**config.mk**
```make
export PLATFORM = sky130hd
export DESIGN_NAME = mpadd_serial
export DESIGN_NICKNAME = d
export VERILOG_FILES = /design/src/rtl/mpadd_serial.sv
export SDC_FILE = /design/constraint.sdc
export NUM_CORES = 2
export LEC_CHECK = 0
export CAP_MARGIN = 15
export CORE_UTILIZATION = 50
export DETAILED_ROUTE_END_ITERATION = 8
export MAX_ROUTING_LAYER = met4
export PLACE_DENSITY = 0.8
export SKIP_LAST_GASP = 1
export SYNTH_ARGS = -nofsm -noshare
export SYNTH_HDL_FRONTEND = slang
export SYNTH_SLANG_ARGS = --single-unit
```
**constraint.sdc**
```tcl
create_clock -name sys_clk -period 3.3 [get_ports sys_clk]
set_input_delay 0.66 -clock sys_clk [delete_from_list [all_inputs] [get_ports sys_clk]]
set_output_delay 0.66 -clock sys_clk [all_outputs]
set_load 0.01 [all_outputs]
```
**src/rtl/mpadd_serial.sv**
```systemverilog
// Serial multi-precision adder/subtractor: one LIMB_W-bit limb per cycle, LS limb first,
// with a registered carry between limbs and an (N+1)-bit registered result.
module mpadd_serial #(
    parameter int N      = 256,
    parameter int LIMB_W = 32
) (
    input  logic         sys_clk,
    input  logic         sys_rst,
    input  logic         write,
    input  logic         en_a,
    input  logic         en_b,
    input  logic [N-1:0] a_in,
    input  logic [N-1:0] b_in,
    input  logic         mode,
    input  logic         start,
    output logic         busy,
    output logic         ready,
    output logic [N:0]   s_out
);
    localparam int NLIMB = N / LIMB_W;
    localparam int CNT_W = (NLIMB > 1) ? $clog2(NLIMB) : 1;

    typedef enum logic [1:0] {
        IDLE = 2'd0,
        CALC = 2'd1,
        DONE = 2'd2
    } state_t;

    state_t             state_q;
    logic [N-1:0]       a_q, b_q;
    logic [N-1:0]       wa_q, wb_q;
    logic [N-1:0]       res_q;
    logic               carry_q;
    logic               mode_q;
    logic [CNT_W-1:0]   cnt_q;
    logic               busy_q, ready_q;
    logic [N:0]         s_out_q;

    logic [N-1:0]       a_d, b_d;
    logic [N-1:0]       wa_d, wb_d;
    logic [N-1:0]       res_d;
    logic [LIMB_W:0]    limb_sum;
    logic               last_limb;
    logic               load_ok;

    // Operands written in the same cycle as start must feed the operation.
    assign a_d = (write && en_a) ? a_in : a_q;
    assign b_d = (write && en_b) ? b_in : b_q;

    // Only LIMB_W+1 bits of carry chain: the carry between limbs is registered.
    assign limb_sum = {1'b0, wa_q[LIMB_W-1:0]}
                    + {1'b0, wb_q[LIMB_W-1:0] ^ {LIMB_W{mode_q}}}
                    + {{LIMB_W{1'b0}}, carry_q};

    generate
        if (LIMB_W == N) begin : g_single_limb
            assign res_d = limb_sum[LIMB_W-1:0];
            assign wa_d  = '0;
            assign wb_d  = '0;
        end else begin : g_multi_limb
            assign res_d = {limb_sum[LIMB_W-1:0], res_q[N-1:LIMB_W]};
            assign wa_d  = {{LIMB_W{1'b0}}, wa_q[N-1:LIMB_W]};
            assign wb_d  = {{LIMB_W{1'b0}}, wb_q[N-1:LIMB_W]};
        end
    endgenerate

    assign last_limb = (cnt_q == CNT_W'(NLIMB - 1));
    assign load_ok   = (state_q == IDLE) || (state_q == DONE);

    always_ff @(posedge sys_clk) begin
        if (sys_rst) begin
            state_q <= IDLE;
            a_q     <= '0;
            b_q     <= '0;
            wa_q    <= '0;
            wb_q    <= '0;
            res_q   <= '0;
            carry_q <= 1'b0;
            mode_q  <= 1'b0;
            cnt_q   <= '0;
            busy_q  <= 1'b0;
            ready_q <= 1'b0;
            s_out_q <= '0;
        end else begin
            case (state_q)
                IDLE, DONE: begin
                    a_q <= a_d;
                    b_q <= b_d;
                    if (start) begin
                        wa_q    <= a_d;
                        wb_q    <= b_d;
                        carry_q <= mode;
                        mode_q  <= mode;
                        cnt_q   <= '0;
                        state_q <= CALC;
                        busy_q  <= 1'b1;
                        ready_q <= 1'b0;
                    end
                end
                CALC: begin
                    wa_q    <= wa_d;
                    wb_q    <= wb_d;
                    res_q   <= res_d;
                    carry_q <= limb_sum[LIMB_W];
                    cnt_q   <= cnt_q + 1'b1;
                    if (last_limb) begin
                        // Sub reports borrow, which is the inverted carry of A + ~B + 1.
                        s_out_q <= {limb_sum[LIMB_W] ^ mode_q, res_d};
                        state_q <= DONE;
                        busy_q  <= 1'b0;
                        ready_q <= 1'b1;
                    end
                end
                default: begin
                    state_q <= IDLE;
                    busy_q  <= 1'b0;
                    ready_q <= 1'b0;
                end
            endcase
        end
    end

    assign busy  = busy_q;
    assign ready = ready_q;
    assign s_out = s_out_q;

    // load_ok documents when operand writes take effect; the case arms implement it.
    logic unused_ok;
    assign unused_ok = load_ok;

endmodule
```
==> reports/metrics.cfg <==
[worst_setup_path]
r2r_slack_ns = 0.26
critPathArrivalTime_ns = 3.68
r2r-start = mode_q
critical_path_class = reg2reg
critical_path.max_fanout = 24
cp-end-kind = register
cp-start-kind = register
ff2ff_path_depth = 11
timing.rr.end = s_out[254]
crit_required_ns = 3.94

[die]
die_x_um = 357
start_util = 0.503
core_mm2 = 0.125
dieArea_mm2 = 0.128
die_height_um = 357
fp-row-count = 130
pin_count = 778

[placement]
dpl_cell_area_mm2 = 0.0723
globalplace.congestion = 0.909
numPortBuffers = 777
place_hpwl_um = 144000

[clock_tree]
numCtsBuffers = 154
post_cts_buffers = 0
htreeDepth = 4
clock_latency_ns = 0.81
clk_pin_slew_ns = 0.06
cts_max_path_buffers = 3
cts-root-buf = clkbuf_16
cts_tree = yes
clock_sinks = 1513

[routing]
wl_um = 209000
via_per_inst = 5.70
wire_per_inst_um = 20.5
first_pass_iters = 7
vias = 58143
antenna_left = 0
drcViolationCount = 0
drtIter0Drc = 6587

[cells_and_area]
final_layout_size_suffix_gt1_frac = 0.0498
final_nets = 8937
area_growth_pct = 23.0
final_area_mm2 = 0.0777
fin_util = 0.619

[logic_synthesis]
synth-main-ff-cell = dfxtp_1
synth.avg_cell_area_um2 = 7.91
ys_ff_latch = 1513
ys_seq_area_frac = 0.480
yosysTopAreaCell = dfxtp_1
synth_top_area_share = 0.480
synth_area_leaders = dfxtp_1 (48%), nand2_1 (11%), a21oi_1 (8.8%)
async_reset_ff_frac = 0
synth.distinct_cells = 69
syn_area_mm2 = 0.0631
synth_warnings = 0
synth_fp_nets = 8537
synth_edf_count = 0
synth_cells = 7983

[worst_hold_path]
worstHoldPathType = in2reg
hold_end = b_q[82]
whs_path_depth = 2
worstHoldStart = sys_rst

[timing]
final-hold-violation-count = 0
post-route-period-util = 0.921
setup_tns_ns = 0
rsz0062_at_grt = false
max_freq_mhz = 329
max-slew-margin-rel = 0.205
fin_skew_ns = 0.0364
worst_slew_pin_slew_ns = 1.19
setup_viol = 0
finalCriticalPeriod_ns = 3.04
drv_slew = 0

[global_route]
grt_overflow = 0
first_global_vias = 53642
antenna_found_initial = 45
grt_use_total = 0.323
grt_pass1_wl_um = 311000
grt_max_degree = 248

[flow_run]
drv_cap = 0

[pwr]
power.density_mw_per_mm2 = 561
p_leak_nw = 29.7
vdd.ir_drop.worst_uv = 542
p_total_mw = 43.6

[status]
status = finished, final reports clean

## kinds of logic after synthesis
group                      synth area share
xor gates and xnor gates            0.00818
adders and majority gates           0.00717
muxes                                0.0761
AOI/OAI and AO/OA                     0.157
DFF                                   0.480
buffers and inverters                0.0428
and+or+nand+nor                       0.229
## power breakdown
group | internal (mW) | switching [mW]
combinational | 2.33 | 3.40
sequential | 19.2 | 0.666
clock | 10.4 | 7.57
total | 31.9 | 11.6
## registers in the layout, indices dropped and copies added, names as in the netlist
name     cells
wb_q       256
ready        1
wa_q       256
mode_q       1
state_q      1
b_q        256
s_out      257
a_q        256
busy         1
carry_q      1
res_q      224
cnt_q        3
## timing repair
action | CTS | global route
hold buffers | 0 | 0
setup endpoints to repair | 0 | 1
gates resized for setup | 0 | 1
## cells in the mapped netlist (all sizes together), types with 3 or more instances
cell    instances
o31ai           4
a22o           16
xnor2          17
a21o           13
mux2i         480
a21oi        1112
o211ai          4
and3          409
and4            3
ha             33
a31oi           3
o21a            6
nor2         1110
a211oi        460
o21ai          53
xor2           42
inv             6
nand2        1921
buf           109
nor2b          36
nand2b          4
dfxtp        1513
nor3            9
and2            4
nand4          11
clkbuf        567
nand3           8
## through the flow
stage,worst slack (ns),hold slack [ns],instances
after global routing,0.0516,0.332,10197
after detailed placement,0.218,0.443,9877
after floorplan,0.0618,0.432,7983
after CTS,0.190,0.303,10157
after global placement,0.183,0.437,9877
final,0.260,0.354,10198
## final cells by class
class                      count  area (um2)
fill                       10421       47800
multi-input combinational   5786       30200
tap                         1650        2060
inverter                       6        22.5
clock inverter                49         623
sequential                  1513       30300
timing repair buffer         922        9710
antenna                       41         103
clock buffer                 231        4620
## cells in the final DEF, fill, tap and decap left out, drive strengths merged, types with 16 or more instances in the layout
cell type,instances
a21oi,1112
nand2,1921
nor2,1110
clkbuf,231
a22o,16
nor2b,36
a211oi,460
xor2,42
clkinv,32
and3,409
xnor2,17
dfxtp,1513
diode,41
buf,146
clkdlybuf4s50,776
mux2i,480
ha,33
o21ai,53
## how the worst max path moves through the flow
stage / cells past startpoint / end / startpoint
after floorplan: 14 / s_out[254] / mode_q
after global placement: 12 / s_out[254] / mode_q
after detailed placement: 12 / s_out[254] / mode_q
after CTS: 12 / s_out[254] / mode_q
after global routing: 11 / s_out[245] / mode_q
final: 11 / s_out[254] / mode_q
## per-layer routing
layer  vias to the layer above  track usage  routed length (um)
li1                      27683            -                   -
met1                     27504        0.407               85900
met2                      2423        0.483               93800
met3                       533       0.0526               15500
met4                         0        0.204               13900
met5                         -            -                   0
## worst max-delay path: stages (launching register included)
cell,delay [ns]
dfxtp_2,0.34
buf_4,0.35
xor2_1,0.20
ha_1,0.34
a21oi_1,0.28
o21a_1,0.19
o221a_1,0.23
or2_1,0.16
a21oi_1,0.08
or4_1,0.54
nand3_1,0.11
a21oi_1,0.06
Power figures use the tool's default switching activity.
